File: config.mk
export PLATFORM = sky130hd
export DESIGN_NAME = pipe_acc16_loader
export DESIGN_NICKNAME = d
export VERILOG_FILES = /design/src/rtl/pipe_acc16_loader.sv
export SDC_FILE = /design/constraint.sdc
export NUM_CORES = 1
export LEC_CHECK = 0
export CAP_MARGIN = 15
export CORE_MARGIN = 2
export CORE_UTILIZATION = 53
export DETAILED_ROUTE_END_ITERATION = 8
export PLACE_DENSITY = 0.76
export RECOVER_POWER = 100
export SETUP_SLACK_MARGIN = 0.2
export SYNTH_ARGS = -nofsm -noshare
export SYNTH_HDL_FRONTEND = slang
export SYNTH_SLANG_ARGS = --single-unit
File: constraint.sdc
create_clock -name clk1 -period 3 [get_ports clk1]
set_input_delay 0.45 -clock clk1 [delete_from_list [all_inputs] [get_ports clk1]]
set_output_delay 0.45 -clock clk1 [all_outputs]
set_load 0.1 [all_outputs]
File: src/rtl/pipe_acc16_loader.sv
// Boot loader for the pipeAcc16 core: parses a framed, checksummed byte stream
// and writes big-endian 16-bit words into the split instruction/data memories.
module pipe_acc16_loader #(
    parameter int L_INS = 401,
    parameter int L_TOT = 1024,
    parameter int AW    = 10
) (
    input  logic          clk1,
    input  logic          rst,
    input  logic          in_valid,
    input  logic [7:0]    in_data,
    output logic          in_ready,
    output logic          mem_we,
    output logic          mem_sel,
    output logic [AW-1:0] mem_addr,
    output logic [15:0]   mem_wdata,
    output logic          core_rst,
    output logic          done,
    output logic          err
);

    typedef enum logic [3:0] {
        S_IDLE, S_LEN_H, S_LEN_L, S_BASE_H, S_BASE_L,
        S_DATA_H, S_DATA_L, S_CSUM, S_DONE, S_ERR
    } state_t;

    localparam logic [15:0] LINS16 = 16'(L_INS);
    localparam logic [16:0] LTOT17 = 17'(L_TOT);

    state_t      state;
    logic [7:0]  len_h;
    logic [7:0]  base_h;
    logic [7:0]  word_h;
    logic [7:0]  sum;
    logic [15:0] rem;
    logic [15:0] uaddr;
    logic        accept;
    logic [7:0]  sum_next;
    logic [16:0] end_addr;

    function automatic logic [AW-1:0] map_addr(input logic [15:0] u);
        logic [15:0] d;
        d = (u < LINS16) ? u : (u - LINS16);
        return d[AW-1:0];
    endfunction

    assign in_ready = (state != S_DONE) && (state != S_ERR);
    assign accept   = in_valid && in_ready;
    assign sum_next = sum + in_data;
    // rem still holds the word count N while BASE_L is being accepted
    assign end_addr = {1'b0, base_h, in_data} + {1'b0, rem};

    always_ff @(posedge clk1) begin
        if (rst) begin
            state     <= S_IDLE;
            mem_we    <= 1'b0;
            mem_sel   <= 1'b0;
            mem_addr  <= '0;
            mem_wdata <= '0;
            core_rst  <= 1'b1;
            done      <= 1'b0;
            err       <= 1'b0;
            sum       <= '0;
        end else begin
            mem_we <= 1'b0;
            if (accept) begin
                case (state)
                    S_IDLE: begin
                        if (in_data == 8'hA5) begin
                            sum   <= '0;
                            state <= S_LEN_H;
                        end
                    end
                    S_LEN_H: begin
                        len_h <= in_data;
                        sum   <= sum_next;
                        state <= S_LEN_L;
                    end
                    S_LEN_L: begin
                        rem   <= {len_h, in_data};
                        sum   <= sum_next;
                        state <= S_BASE_H;
                    end
                    S_BASE_H: begin
                        base_h <= in_data;
                        sum    <= sum_next;
                        state  <= S_BASE_L;
                    end
                    S_BASE_L: begin
                        uaddr <= {base_h, in_data};
                        sum   <= sum_next;
                        if (end_addr > LTOT17) begin
                            err   <= 1'b1;
                            state <= S_ERR;
                        end else if (rem == 16'd0) begin
                            state <= S_CSUM;
                        end else begin
                            state <= S_DATA_H;
                        end
                    end
                    S_DATA_H: begin
                        word_h <= in_data;
                        sum    <= sum_next;
                        state  <= S_DATA_L;
                    end
                    S_DATA_L: begin
                        mem_we    <= 1'b1;
                        mem_sel   <= (uaddr >= LINS16);
                        mem_addr  <= map_addr(uaddr);
                        mem_wdata <= {word_h, in_data};
                        uaddr     <= uaddr + 16'd1;
                        rem       <= rem - 16'd1;
                        sum       <= sum_next;
                        state     <= (rem == 16'd1) ? S_CSUM : S_DATA_H;
                    end
                    S_CSUM: begin
                        sum <= sum_next;
                        if (sum_next == 8'd0) begin
                            done     <= 1'b1;
                            core_rst <= 1'b0;
                            state    <= S_DONE;
                        end else begin
                            err   <= 1'b1;
                            state <= S_ERR;
                        end
                    end
                    default: state <= state;
                endcase
            end
        end
    end

endmodule

==> flow_summary.json <==
{
  "clockRootBuffer": "clkbuf_8",
  "setup_viol": 1,
  "synth_seq_area_share": 0.462,
  "p_sw_w": 0.000671,
  "num_vias": 4768,
  "grt_max_degree": 56,
  "ys_async_sr_fraction": 0,
  "hold_ws_ns": 0.462,
  "antenna_found_initial": 0,
  "drc": 0,
  "post-route-util": 0.643,
  "yosys.area.top_type": "edfxtp_1",
  "yosys.area.top_type_share": 0.306,
  "max_freq_ghz": 0.328,
  "reg2reg_to": "err",
  "slew_headroom": 0.215,
  "rrSetupSlack_ns": -0.04,
  "grt_pass1_wl_um": 22600,
  "clock_skew_ns": 0.0160,
  "wirelength_um": 14000,
  "hold_viol_final": 0,
  "fin_nets": 722,
  "cts.path.max_buffers": 2,
  "io_pins": 43,
  "cp.arrival_ns": 3.33,
  "timing.final.crit_share": 1.02,
  "die_w_um": 106,
  "total_power_w": 0.00252,
  "die-area_mm2": 0.0112,
  "rsz0062_at_grt": "true",
  "first_iter_violations": 466,
  "cts_buffers": 9,
  "p_leak_nw": 2.31,
  "via_per_inst": 5.80,
  "place.gp.congestion": 0.953,
  "end_kind": "register",
  "crit_required_ns": 3.28,
  "cap_violations": 0,
  "final_max_slew_viol_count": 0,
  "slowest_stage": "clkdlybuf4s50_1",
  "core_mm2": 0.0102,
  "regArea_mm2": 0.00254,
  "gr-total-overflow": 0,
  "hold_class": "register to register",
  "crit_chain": "clkdlybuf4s50_1 > ha_1 > a21o_1 > o21bai_1 > a32o_2 > or4_4 > a311oi_2 > o211ai_1 > or3_4 > a211o_1",
  "worst-r2r-cell-count": 10,
  "fill_cells": 910,
  "ant_nets": 0,
  "cp-startpoint": "in_data[7]",
  "synth_top_cells_by_area": "edfxtp_1 31%, dfxtp_1 16%, a21oi_1 6.5%",
  "cp_num_cells": 10,
  "r2r-start": "rem[0]",
  "cp_num_buf_inv": 1,
  "vdd_drop_max_uv": 228,
  "ys_types": 56,
  "place_ws_ns": -0.538,
  "crit_end": "err",
  "rows": 37,
  "grt_usage": 0.259,
  "p_per_area_mw_per_mm2": 385,
  "avgSynthCellArea_um2": 9.23,
  "synth_nets": 637,
  "netlist_area_mm2": 0.00550,
  "violations": "setup timing",
  "combPwrFrac": 0.071,
  "synthCells": 596,
  "area_delta_synth_final_pct": 18.9,
  "synth-seq-cells": 99,
  "clkPwrFrac": 0.362,
  "hold_buffers": 0,
  "yosys_most_used_dff": "edfxtp_1",
  "dieHeight_um": 106,
  "routedWlPerCell_um": 17.0,
  "layout_min_cycle_time_ns": 3.05,
  "p_int_w": 0.00185,
  "critPathLaunchType": "input port",
  "ys_top_cells_by_count": "72 x a21oi_1, 72 x nor2_1, 71 x nand2_1, 56 x edfxtp_1, 43 x dfxtp_1",
  "synth-edff-count": 56,
  "path_max_fanout": 3,
  "synth_warnings": 0,
  "n_antenna_cell": 0,
  "multiInputGateArea_mm2": 0.00297,
  "clk_pin_slew_ns": 0.12,
  "status": "finished with violations",
  "initial_core_util": 0.540,
  "port_buffers": 42,
  "critPathMaxStageDelay_ns": 0.49,
  "crit_type": "input port to register",
  "placed_cells": 801,
  "first_global_vias": 4502,
  "fin_ws_ns": -0.0452,
  "drive_gt1_frac": 0.128,
  "first_pass_iters": 5,
  "swShare": 0.266,
  "critPathTopFamily": "compound AO/OA/AOI/OAI gates",
  "ctsHtreeMaxLevel": 3,
  "cts_sinks": 99,
  "seq_power_share": 0.567,
  "worstSkewPairLatency_ns": 0.39,
  "final_cells": 822,
  "place_hpwl_um": 10200,
  "tightest_slew_ns": 1.18,
  "cts_tree": "built"
}
-- cell type report --
type,instances,share of cell area
clock buffer,9,0.0189
inverter,10,0.00573
sequential,99,0.388
tap,136,0.0260
multi-input combinational,459,0.454
clock inverter,7,0.0136
timing repair buffer,102,0.0935
-- what timing repair did --
action                                  CTS  global route
cloned                                    0             0
resized for setup                        12            15
setup buffers                             1             4
endpoints found under the setup margin    7             8
pin swaps                                 6             9
-- metrics by stage --
stage / area [um^2] / TNS [ns]
6_report: 6550 / -0.0452
5_1_grt: 6550 / -0.205
4_1_cts: 6660 / -0.0554
3_5_place_dp: 6390 / -2.43
3_3_place_gp: 6390 / -1.98
2_1_floorplan: 5570 / 0
-- placed cells by master, fill, tap and decap left out, types with 8 or more instances in the layout --
| master | n |
|---|---|
| a211oi_1 | 10 |
| a21oi_1 | 71 |
| and3_1 | 8 |
| buf_4 | 41 |
| clkbuf_1 | 47 |
| clkbuf_8 | 9 |
| dfxtp_1 | 43 |
| edfxtp_1 | 56 |
| ha_1 | 23 |
| inv_1 | 10 |
| nand2_1 | 70 |
| nand3_1 | 15 |
| nor2_1 | 72 |
| nor3_1 | 15 |
| nor4_1 | 14 |
| o21ai_0 | 17 |
| xnor2_1 | 26 |
| xor2_1 | 20 |
-- sequential cells by signal, summed over array words and instances (netlist names), 4 cells and up --
signal     cells
mem_wdata     16
state          4
base_h         8
len_h          8
mem_addr      10
sum            8
rem           16
word_h         8
uaddr         16
-- worst min path at each step --
stage | slack (ns) | startpoint | cells after the start | endpoint
3_5_place_dp | 0.45 | mem_wdata[3] | 2 | mem_wdata[3]
3_3_place_gp | 0.44 | done | 2 | done
2_1_floorplan | 0.46 | sum[0] | 2 | sum[0]
4_1_cts | 0.46 | mem_wdata[3] | 2 | mem_wdata[3]
6_report | 0.46 | mem_wdata[1] | 2 | mem_wdata[1]
5_1_grt | 0.48 | mem_wdata[3] | 2 | mem_wdata[3]
-- routing by layer --
layer,up-vias,wire (um),track usage
met4,0,435,0.110
met5,-,0,0
li1,2338,-,-
met2,136,6680,0.423
met3,38,642,0.0435
met1,2256,6250,0.343
-- kinds of logic (layout without fill, tap and decap cells) --
logic type,after synthesis,in the layout,share of synthesized area
compound gates,150,150,0.170
xor+xnor,46,46,0.0732
fa+ha+maj,30,30,0.0709
buf+inv,38,128,0.0259
flops,99,99,0.462
mux,2,2,0.00364
simple gates,231,231,0.194
-- power by group through the flow --
stage | combinational (W) | clock [W] | sequential, W
3_3_place_gp | 0.000168 | 0 | 0.00146
3_5_place_dp | 0.000171 | 0 | 0.00146
2_1_floorplan | 0.0000858 | 0 | 0.00146
5_1_grt | 0.000194 | 0.000973 | 0.00143
4_1_cts | 0.000176 | 0.000924 | 0.00143
6_report | 0.000179 | 0.000913 | 0.00143
-- worst reg2reg max path, stage by stage, from the launching register on --
cell and delay [ns]:
edfxtp_1 0.48, ha_4 0.22, fa_2 0.36, a21o_4 0.25, nand2_2 0.06, mux2i_1 0.07
or4_4 0.49, nor4_4 0.26, o211ai_1 0.13, or3_4 0.35, a211o_1 0.26
Note: power is estimated with default switching activity, not from simulation.
